File: src/rtl/pic_pkg.sv
// pic_pkg: shared states, strobe indices and register bit positions for the PIC bus interface
package pic_pkg;
  typedef enum logic [2:0] {S_INIT_WAIT, S_ICW2, S_ICW3, S_ICW4, S_READY} state_e;
  localparam int ICW1_I = 0;
  localparam int ICW2_I = 1;
  localparam int ICW3_I = 2;
  localparam int ICW4_I = 3;
  localparam int OCW1_I = 0;
  localparam int OCW2_I = 1;
  localparam int OCW3_I = 2;
  localparam logic RR_IRR = 1'b0;
  localparam logic RR_ISR = 1'b1;
  localparam int ICW1_IC4  = 0;
  localparam int ICW1_SNGL = 1;
  localparam int ICW1_LTIM = 3;
  localparam int ICW1_SEL  = 4;
  localparam int OCW3_RIS  = 0;
  localparam int OCW3_RR   = 1;
  localparam int OCW3_SEL  = 3;
  localparam int OCW3_D7   = 7;
endpackage

File: src/rtl/pic_strobe_sync.sv
// pic_strobe_sync: multi-flop synchroniser with change detect (rise = chg & lvl, fall = chg & ~lvl)
module pic_strobe_sync #(
  parameter int   STAGES  = 2,
  parameter logic RST_VAL = 1'b1
) (
  input  logic clk,
  input  logic rst_n,
  input  logic d,
  output logic lvl,
  output logic chg
);
  logic [STAGES:0] sync_q;
  always_ff @(posedge clk or negedge rst_n) begin
    if (!rst_n) sync_q <= {(STAGES+1){RST_VAL}};
    else sync_q <= {sync_q[STAGES-1:0], d};
  end
  assign lvl = sync_q[STAGES-1];
  assign chg = sync_q[STAGES-1] ^ sync_q[STAGES];
endmodule

File: src/rtl/pic_bus_if.sv
// pic_bus_if: synchronised CPU read/write front end, ICW/OCW decode and read/vector data mux
module pic_bus_if
  import pic_pkg::*;
#(
  parameter int DW          = 8,
  parameter int N_IRQ       = 8,
  parameter int SYNC_STAGES = 2
) (
  input  logic             clk,
  input  logic             rst_n,
  input  logic             cs_n,
  input  logic             rd_n,
  input  logic             wr_n,
  input  logic             a0,
  input  logic [DW-1:0]    d_in,
  output logic [DW-1:0]    d_out,
  output logic             d_oe,
  input  logic [N_IRQ-1:0] irr,
  input  logic [N_IRQ-1:0] isr,
  input  logic [N_IRQ-1:0] imr,
  input  logic             vec_valid,
  input  logic [DW-1:0]    vec,
  output logic [3:0]       icw_stb,
  output logic [2:0]       ocw_stb,
  output logic [DW-1:0]    wdata,
  output logic             init_done,
  output logic             sngl,
  output logic             ic4,
  output logic             ltim
);
  logic cs_s, cs_c, rd_s, rd_c, wr_s, wr_c;
  pic_strobe_sync #(.STAGES(SYNC_STAGES), .RST_VAL(1'b1)) u_cs (.clk(clk), .rst_n(rst_n), .d(cs_n), .lvl(cs_s), .chg(cs_c));
  pic_strobe_sync #(.STAGES(SYNC_STAGES), .RST_VAL(1'b1)) u_rd (.clk(clk), .rst_n(rst_n), .d(rd_n), .lvl(rd_s), .chg(rd_c));
  pic_strobe_sync #(.STAGES(SYNC_STAGES), .RST_VAL(1'b1)) u_wr (.clk(clk), .rst_n(rst_n), .d(wr_n), .lvl(wr_s), .chg(wr_c));
  logic [SYNC_STAGES-1:0]         a0_q;
  logic [SYNC_STAGES-1:0][DW-1:0] din_q;
  logic                           cap_a0_q;
  logic [DW-1:0]                  cap_d_q;
  logic                           a0_s;
  assign a0_s = a0_q[SYNC_STAGES-1];
  // a0 and data travel through the same depth as wr_n so the captured pair matches the last low wr_n sample
  always_ff @(posedge clk or negedge rst_n) begin
    if (!rst_n) begin
      a0_q     <= '0;
      din_q    <= '0;
      cap_a0_q <= 1'b0;
      cap_d_q  <= '0;
    end else begin
      a0_q  <= {a0_q[SYNC_STAGES-2:0], a0};
      din_q <= {din_q[SYNC_STAGES-2:0], d_in};
      if (!wr_s) begin
        cap_a0_q <= a0_s;
        cap_d_q  <= din_q[SYNC_STAGES-1];
      end
    end
  end
  logic wr_acc, rd_act, rd_load;
  assign wr_acc  = wr_c & wr_s & ~cs_s & rd_s;
  assign rd_act  = ~rd_s & ~cs_s;
  state_e        state_q, state_d;
  logic [3:0]    icw_stb_q, icw_stb_d;
  logic [2:0]    ocw_stb_q, ocw_stb_d;
  logic [DW-1:0] wdata_q, wdata_d, d_out_q, d_out_d, rd_data;
  logic          init_done_q, init_done_d, sngl_q, sngl_d, ic4_q, ic4_d, ltim_q, ltim_d;
  logic          rr_sel_q, rr_sel_d, d_oe_q, d_oe_d, vec_q;
  assign rd_load = rd_act & ~vec_valid & ((rd_c & ~rd_s) | (cs_c & ~cs_s) | vec_q);
  always_comb begin
    state_d     = state_q;
    icw_stb_d   = '0;
    ocw_stb_d   = '0;
    wdata_d     = wdata_q;
    init_done_d = init_done_q;
    sngl_d      = sngl_q;
    ic4_d       = ic4_q;
    ltim_d      = ltim_q;
    rr_sel_d    = rr_sel_q;
    if (wr_acc) begin
      if (!cap_a0_q && cap_d_q[ICW1_SEL]) begin
        icw_stb_d[ICW1_I] = 1'b1;
        state_d           = S_ICW2;
        init_done_d       = 1'b0;
        rr_sel_d          = RR_IRR;
        sngl_d            = cap_d_q[ICW1_SNGL];
        ic4_d             = cap_d_q[ICW1_IC4];
        ltim_d            = cap_d_q[ICW1_LTIM];
      end else if (state_q == S_ICW2 && cap_a0_q) begin
        icw_stb_d[ICW2_I] = 1'b1;
        state_d           = !sngl_q ? S_ICW3 : ic4_q ? S_ICW4 : S_READY;
      end else if (state_q == S_ICW3 && cap_a0_q) begin
        icw_stb_d[ICW3_I] = 1'b1;
        state_d           = ic4_q ? S_ICW4 : S_READY;
      end else if (state_q == S_ICW4 && cap_a0_q) begin
        icw_stb_d[ICW4_I] = 1'b1;
        state_d           = S_READY;
      end else if (state_q == S_READY) begin
        if (cap_a0_q) ocw_stb_d[OCW1_I] = 1'b1;
        else if (!cap_d_q[OCW3_SEL]) ocw_stb_d[OCW2_I] = 1'b1;
        else if (!cap_d_q[OCW3_D7]) begin
          ocw_stb_d[OCW3_I] = 1'b1;
          rr_sel_d          = cap_d_q[OCW3_RR] ? cap_d_q[OCW3_RIS] : rr_sel_q;
        end
      end
    end
    wdata_d     = |{icw_stb_d, ocw_stb_d} ? cap_d_q : wdata_d;
    init_done_d = (state_d == S_READY && state_q != S_READY) ? 1'b1 : init_done_d;
  end
  always_comb begin
    rd_data = a0_s ? DW'(imr) : DW'(rr_sel_q ? isr : irr);
    d_oe_d  = vec_valid | rd_act;
    d_out_d = vec_valid ? vec : rd_load ? rd_data : d_out_q;
  end
  always_ff @(posedge clk or negedge rst_n) begin
    if (!rst_n) begin
      state_q     <= S_INIT_WAIT;
      icw_stb_q   <= '0;
      ocw_stb_q   <= '0;
      wdata_q     <= '0;
      init_done_q <= 1'b0;
      sngl_q      <= 1'b1;
      ic4_q       <= 1'b0;
      ltim_q      <= 1'b0;
      rr_sel_q    <= RR_IRR;
      d_out_q     <= '0;
      d_oe_q      <= 1'b0;
      vec_q       <= 1'b0;
    end else begin
      state_q     <= state_d;
      icw_stb_q   <= icw_stb_d;
      ocw_stb_q   <= ocw_stb_d;
      wdata_q     <= wdata_d;
      init_done_q <= init_done_d;
      sngl_q      <= sngl_d;
      ic4_q       <= ic4_d;
      ltim_q      <= ltim_d;
      rr_sel_q    <= rr_sel_d;
      d_out_q     <= d_out_d;
      d_oe_q      <= d_oe_d;
      vec_q       <= vec_valid;
    end
  end
  assign icw_stb   = icw_stb_q;
  assign ocw_stb   = ocw_stb_q;
  assign wdata     = wdata_q;
  assign init_done = init_done_q;
  assign sngl      = sngl_q;
  assign ic4       = ic4_q;
  assign ltim      = ltim_q;
  assign d_out     = d_out_q;
  assign d_oe      = d_oe_q;
endmodule

File: config.mk
export PLATFORM = sky130hd
export DESIGN_NAME = pic_bus_if
export DESIGN_NICKNAME = d
export VERILOG_FILES = /design/src/rtl/pic_pkg.sv /design/src/rtl/pic_strobe_sync.sv /design/src/rtl/pic_bus_if.sv
export SDC_FILE = /design/constraint.sdc
export NUM_CORES = 1
export LEC_CHECK = 0
export BUFFER_PORTS_ARGS = -buffer_cell sky130_fd_sc_hd__buf_2
export CAP_MARGIN = 20
export CORE_MARGIN = 4
export CORE_UTILIZATION = 41
export DETAILED_ROUTE_END_ITERATION = 16
export PLACE_DENSITY = 0.65
export SYNTH_ARGS = -nofsm -noshare
export SYNTH_HDL_FRONTEND = slang
export SYNTH_SLANG_ARGS = --single-unit
File: constraint.sdc
create_clock -name clk -period 2.3 [get_ports clk]
set_input_delay 0.23 -clock clk [delete_from_list [all_inputs] [get_ports clk]]
set_output_delay 0.23 -clock clk [all_outputs]
set_load 0.05 [all_outputs]
; ---- After elaboration in Yosys (flattened, before gate mapping)
; Cells that the tools add are included.
[word_totals]
rom_bits = 0
latch_bits = 0
ff_bits = 69
wordCells = 106
ram_bits = 0
n_memories = 0
output_inout_bits = 28
in_bits = 47
[classes]
shift = 0
mux = 42
magnitude_cmp = 0
n_eq_ne = 11
div = 0
n_reduce_logical = 16
multipliers = 0
bitwise = 17
add_sub_neg = 0
[op_table]
columns = operator, count
row1 = two-way mux 3 bit, 14
row2 = two-way mux 8 bit, 4
row3 = two-way mux 1 bit, 21
row4 = nonzero test 2 bit, 6
row5 = AND reduction 9 bit, 1
row6 = bitwise AND 1 bit, 8
row7 = OR reduction 7 bit, 1
row8 = == test 3 x 2 -> 1 bit (second input constant), 2
row9 = == test 3 bit (second input constant), 2
row10 = != test 2 bit (second input constant), 3
row11 = logical AND 1 bit, 5
row12 = two-way mux 2 bit, 2
row13 = two-way mux 4 bit, 1
row14 = != test 2 x 1 -> 1 bit (second input constant), 2
row15 = AND reduction 2 bit, 2
row16 = == test 3 x 1 -> 1 bit (second input constant), 1
row17 = != test 3 bit (second input constant), 1
row18 = NOT 1 bit, 3
row19 = bitwise OR 1 bit, 3
row20 = bitwise XOR 1 bit, 3
row21 = logical NOT 1 bit, 1

; ---- Longest topological paths before layout
[depth]
word_depth = 11
ltp_mapped = 6
mapped_depth_nobuf = 4

; ---- Hierarchy
; A second synthesis with hierarchy kept.
[unflattened]
cells_unflattened = 197
hier_area_um2 = 2746.4
[modules_own_cells]
columns = module, seq_area_each_um2, cells_per_inst, area_each_um2, n_inst
row1 = pic_bus_if, 1502.7, 185, 2483.6, 1
row2 = pic_strobe_sync, 78.8, 4, 87.6, 3

; ---- Worst setup path before layout
; OpenSTA, ideal clock, no wires.
[synth_timing]
kind = register to register
start = register u_wr.sync_q[1]
end = register ic4_q, in the netlist ic4
path_slack_ps = 569
n_path_buf = 1
setup_ps = 125
required_time_ps = 2175
path_stages_with_launch = 6
synth_period_minus_slack_ps = 1731
arrival_ps = 1606
cell_sequence = dfstp_2 -> buf_4 -> and4bb_2 -> nand2_1 -> nor2_1 -> mux2_2
[synth_between]
elab_chain_len = 5
[synth_rtl]
columns = item, line_no
row1 = from (decl), pic_strobe_sync.sv:12  ; logic [STAGES:0] sync_q;
row2 = from (signal assigned), pic_strobe_sync.sv:14  ; if (!rst_n) sync_q <= {(STAGES+1){RST_VAL}};
row3 = from (signal assigned), pic_strobe_sync.sv:15  ; else sync_q <= {sync_q[STAGES-1:0], d};
row4 = bitwise XOR 1 bit, pic_strobe_sync.sv:18  ; assign chg = sync_q[STAGES-1] ^ sync_q[STAGES];
row5 = bitwise AND 1 bit * (3 in a row), pic_bus_if.sv:58  ; assign wr_acc = wr_c & wr_s & ~cs_s & rd_s;
row6 = AND reduction 2 bit (no line) *, n/a
row7 = to (signal assigned), pic_bus_if.sv:133  ; ic4_q <= ic4_d;
row8 = to (decl), pic_bus_if.sv:64  ; logic init_done_q, init_done_d, sngl_q, sngl_d, ic4_q, ic4_d, ltim_q, ltim_d;
; Every way passes the cells marked *; elsewhere a longest branch is shown, timed or not.
; A chain may end at the register's enable or synchronous reset.

; ---- Final worst setup path
[layout_timing]
start = register state_q[2]
end = register wdata_q[5], in the netlist wdata[5]
[layout_between]
elab_chain_len = 8
elab_cells_between_ends = 21
cone_classes = eq/ne (4) / mux (13) / reduce/logical (4)
[layout_rtl]
columns = item, line_no
row1 = from (decl), pic_bus_if.sv:60  ; state_e state_q, state_d;
row2 = from (signal assigned), pic_bus_if.sv:127  ; state_q <= state_d;
row3 = == test 3 bit or == test 3 x 2 -> 1 bit (tied branches), "pic_bus_if.sv:95, pic_bus_if.sv:92"
row4 = two-way mux 3 bit or logical AND 1 bit (tied branches), "pic_bus_if.sv:95, pic_bus_if.sv:92"
row5 = two-way mux 3 bit or two-way mux 1 bit (tied branches), pic_bus_if.sv:92  ; end else if (state_q == S_ICW4 && cap_a0_q) begin
row6 = two-way mux 3 bit or two-way mux 1 bit (tied branches), pic_bus_if.sv:89  ; end else if (state_q == S_ICW3 && cap_a0_q) begin
row7 = two-way mux 3 bit or two-way mux 2 bit (tied branches), pic_bus_if.sv:86  ; end else if (state_q == S_ICW2 && cap_a0_q) begin
row8 = two-way mux 3 bit, pic_bus_if.sv:78  ; if (!cap_a0_q && cap_d_q[ICW1_SEL]) begin
row9 = two-way mux 3 bit or two-way mux 4 bit (tied branches), pic_bus_if.sv:77  ; if (wr_acc) begin
row10 = OR reduction 7 bit *, pic_bus_if.sv:104  ; wdata_d = |{icw_stb_d, ocw_stb_d} ? cap_d_q : wdata_d;
row11 = to (signal assigned), pic_bus_if.sv:130  ; wdata_q <= wdata_d;
row12 = to (decl), pic_bus_if.sv:63  ; logic [DW-1:0] wdata_q, wdata_d, d_out_q, d_out_d, rd_data;
; Marked as above.

==> impl_metrics.py <==
metrics = {
    "run_status": {
        "outcome": "finished clean",
    },
    "worst_setup_path": {
        "timing.critical_path.fanout_max": 12,
        "timing_worst_setup_path_type": "register to register",
        "crit_path_end_kind": "register",
        "worst_path_largest_cell_delay_ns": 0.53,
        "crit_cells": 4,
        "cp_top_family": "compound AO/OA/AOI/OAI gates",
        "cp-startpoint": "state_q[2]",
        "number_of_buffers_and_inverters_on_the_critical_path": 0,
        "worst-endpoint-arrival_ns": 2.11,
        "critical_path.reg2reg.startpoint": "state_q[2]",
        "worst_path_max_delay_cell": "sky130_fd_sc_hd__dfrtp_1",
        "required_time_reported_for_the_critical_path_endpoint_ns": 2.53,
        "timing.critical_path.to": "wdata[5]",
        "ff2ff_path_depth": 4,
        "regToRegSetupSlack_ns": 0.42,
        "critical_path.reg2reg.endpoint": "wdata[5]",
        "critical_path.startpoint_type": "register",
        "critical_path.cell_chain": "nor4b_2 -> o21bai_1 -> a31oi_4 -> mux2_4",
    },
    "logic_synthesis": {
        "synth_flop_cell": "sky130_fd_sc_hd__dfrtp_1",
        "syn_nets": 242,
        "synth_enable_flop_cells": 0,
        "synth-async-reset-ratio": 1.00,
        "synth_area_um2": 2730,
        "seq_area_frac_synth": 0.638,
        "postSynthCellCount": 195,
        "synth_warnings": 0,
        "syn_area_per_cell_um2": 14.0,
        "synthDistinctLibCells": 39,
        "postSynthRegisterBits": 69,
    },
    "layout": {
        "area_growth_syn_to_layout_pct": 27.9,
        "final_nets": 334,
        "design_area_um2": 3490,
        "n_antenna_cell": 0,
        "layout-drive-gt1-share": 0.493,
    },
    "timing": {
        "report.final.setup_viol": 0,
        "hold_viol_final": 0,
        "slew_viol_final": 0,
        "final.setup_skew_ns": 0.0117,
        "slew_headroom": 0.588,
        "final_min_period_over_clock_period": 0.816,
        "rsz0062_at_grt": "no",
        "fin_tns_setup_ns": 0,
        "timing.hold.ws_ns": 0.155,
        "max_slew.worst_pin.slew_ns": 0.617,
        "fmaxAchievable_ghz": 0.533,
        "finalCriticalPeriod_ns": 1.88,
    },
    "floorplanning": {
        "die_w_um": 89.6,
        "die_h_um": 89.6,
        "starting_utilization_of_the_core_area": 0.425,
        "fp-row-count": 29,
        "core_um2": 6420,
        "boundaryPins": 75,
        "die-area_um2": 8020,
    },
    "clock_network": {
        "cts-root-buf": "sky130_fd_sc_hd__clkbuf_8",
        "clk_pin_slew_ns": 0.08,
        "htree_num_levels": 3,
        "clk_latency_ns": 0.35,
        "cts_setup_buffers": 0,
        "cts_buffers": 9,
        "cts.sinks": 69,
        "cts_tree": "done",
        "cts-resized-gates": 0,
        "clk_path_buf_depth": 2,
    },
    "hold_path": {
        "worst_hold_path_type": "input port to register",
    },
    "pwr": {
        "p_int_w": 0.00209,
        "share_comb_of_total_power": 0.263,
        "power.total_w": 0.00322,
        "seq_power_share": 0.467,
        "leakagePower_nw": 1.61,
        "clockPowerShare": 0.269,
        "peakVddDrop_uv": 472,
        "p_switching_w": 0.00113,
        "power.density_cell_area_nw_per_um2": 924,
        "sw_frac_of_total": 0.350,
    },
    "placement": {
        "portBuffers": 74,
        "place_hpwl_mm": 3.58,
        "placedInstanceArea_um2": 3180,
        "finalWeightedCongestion": 0.824,
    },
    "global_route": {
        "number_of_antenna_violations_at_the_first_check_in_global_routing": 0,
        "first_global_vias": 1757,
        "gr-total-overflow": 0,
        "largest_net_degree_at_the_start_of_global_routing": 43,
        "grt_util_all_layers": 0.142,
        "grt_pass1_wl_mm": 8.47,
    },
    "detailed_routing": {
        "vias_per_cell": 4.86,
        "detailedRoute.firstIterationViolations": 104,
        "drt-wirelength-per-cell_um": 14.0,
        "post-route-drc-count": 0,
        "drt_wirelength_mm": 5.18,
        "dr_total_vias": 1794,
        "number_of_optimization_iterations_in_the_first_detailed_route_pass": 4,
        "final_antenna_net_count": 0,
    },
    "run": {
        "cap_viol_max_count": 0,
    },
}
## cell usage after synthesis, types with 2 or more instances
library cell,instances,area share
sky130_fd_sc_hd__o21a_1,2,0.0055
sky130_fd_sc_hd__o31ai_1,2,0.0055
sky130_fd_sc_hd__o21ai_0,11,0.020
sky130_fd_sc_hd__clkbuf_1,5,0.0069
sky130_fd_sc_hd__a21oi_1,3,0.0055
sky130_fd_sc_hd__dfrtp_1,59,0.54
sky130_fd_sc_hd__nand3_1,3,0.0055
sky130_fd_sc_hd__buf_2,2,0.0037
sky130_fd_sc_hd__nor2b_1,2,0.0046
sky130_fd_sc_hd__o21bai_1,2,0.0055
sky130_fd_sc_hd__dfstp_2,10,0.096
sky130_fd_sc_hd__nor3_1,2,0.0037
sky130_fd_sc_hd__mux2i_1,8,0.029
sky130_fd_sc_hd__or2_2,2,0.0046
sky130_fd_sc_hd__mux2_2,28,0.12
sky130_fd_sc_hd__nand2_1,13,0.018
sky130_fd_sc_hd__nand2b_1,2,0.0046
sky130_fd_sc_hd__o211ai_1,2,0.0055
sky130_fd_sc_hd__a31oi_1,2,0.0046
sky130_fd_sc_hd__nor2_1,10,0.014
sky130_fd_sc_hd__mux2_4,7,0.039
## worst register-to-register path, stage by stage, from the launching register on
cell                       delay, ns
sky130_fd_sc_hd__dfrtp_1        0.53
sky130_fd_sc_hd__nor4b_2        0.32
sky130_fd_sc_hd__o21bai_1       0.15
sky130_fd_sc_hd__a31oi_4        0.42
sky130_fd_sc_hd__mux2_4         0.34
## stage by stage
| step | cells | util | setup WS, ns |
|---|---|---|---|
| final | 369 | 0.543 | 0.423 |
| after detailed placement | 340 | 0.495 | 0.437 |
| after global placement | 340 | 0.495 | 0.482 |
| after global routing | 369 | 0.543 | 0.307 |
| after floorplan | 195 | - | 0.569 |
| after CTS | 369 | 0.543 | 0.422 |
## cell families (layout without fill, tap and decap cells)
kind of cell / after synthesis / count (layout) / synth area share
AOI/OAI and AO/OA: 30 / 30 / 0.0757
and+or+nand+nor: 43 / 43 / 0.0844
DFF: 69 / 69 / 0.638
muxes: 43 / 43 / 0.183
buffers and inverters: 10 / 107 / 0.0188
## cell type report
type                    instances  area [µm²]
fillers                       549        2930
inverters                       1        3.75
multi-input cells             116         937
flip-flops and latches         69        1740
clock inverters                 5        35.0
repair buffers                 90         536
well taps                      77        96.3
clock buffers                  11         141
## repair_timing
item / CTS / global route
endpoints found under the setup margin: 0 / 0
endpoints found under the hold margin: 36 / 0
hold buffers: 13 / 0
## registers in the layout (all words and copies together), names as in the netlist, 4 cells and up
name and cells:
cap_d_q 8, din_q 16, wdata 8, d_out 8, icw_stb 4
## placed cells by master, fill, tap and decap left out, drive strengths merged
| master | count |
|---|---|
| a21boi | 1 |
| a21oi | 3 |
| a2bb2oi | 1 |
| a31oi | 3 |
| a41oi | 1 |
| and3 | 2 |
| and4 | 1 |
| and4bb | 1 |
| buf | 77 |
| clkbuf | 11 |
| clkinv | 3 |
| clkinvlp | 1 |
| dfrtp | 59 |
| dfstp | 10 |
| dlygate4sd3 | 13 |
| inv | 2 |
| mux2 | 35 |
| mux2i | 8 |
| nand2 | 13 |
| nand2b | 2 |
| nand3 | 3 |
| nand3b | 1 |
| nand4bb | 1 |
| nor2 | 11 |
| nor2b | 2 |
| nor3 | 2 |
| nor4b | 1 |
| o211ai | 2 |
| o21a | 2 |
| o21ai | 11 |
| o21bai | 2 |
| o31a | 1 |
| o31ai | 2 |
| o41ai | 1 |
| or2 | 2 |
| or3 | 1 |
## worst min path at each step
| stage | startpoint | endpoint | slack [ns] | cells after the start |
|---|---|---|---|---|
| final | vec_valid | vec_q | 0.16 | 1 |
| after global routing | vec_valid | vec_q | 0.14 | 1 |
| after CTS | vec_valid | vec_q | 0.13 | 1 |
| after detailed placement | rst_n | din_q[5] | 0.28 | 1 |
| after global placement | rst_n | din_q[3] | 0.28 | 1 |
| after floorplan | rst_n | a0_q[0] | -0.07 | 0 |
## per-layer routing
metal	wire, µm	up-vias	global-route usage
met4	119	0	0.0907
met3	269	11	0.0461
met2	2540	51	0.209
met5	0	-	0
li1	-	874	-
met1	2250	858	0.179
## power by group through the flow
stage                     logic (W)  registers (W)  clock network [W]
final                      0.000848        0.00151           0.000868
after floorplan            0.000295        0.00184                  0
after global routing       0.000899        0.00153           0.000956
after detailed placement   0.000839        0.00153                  0
after CTS                  0.000858        0.00151           0.000911
after global placement     0.000825        0.00153                  0
Power figures use the tool's default switching activity.
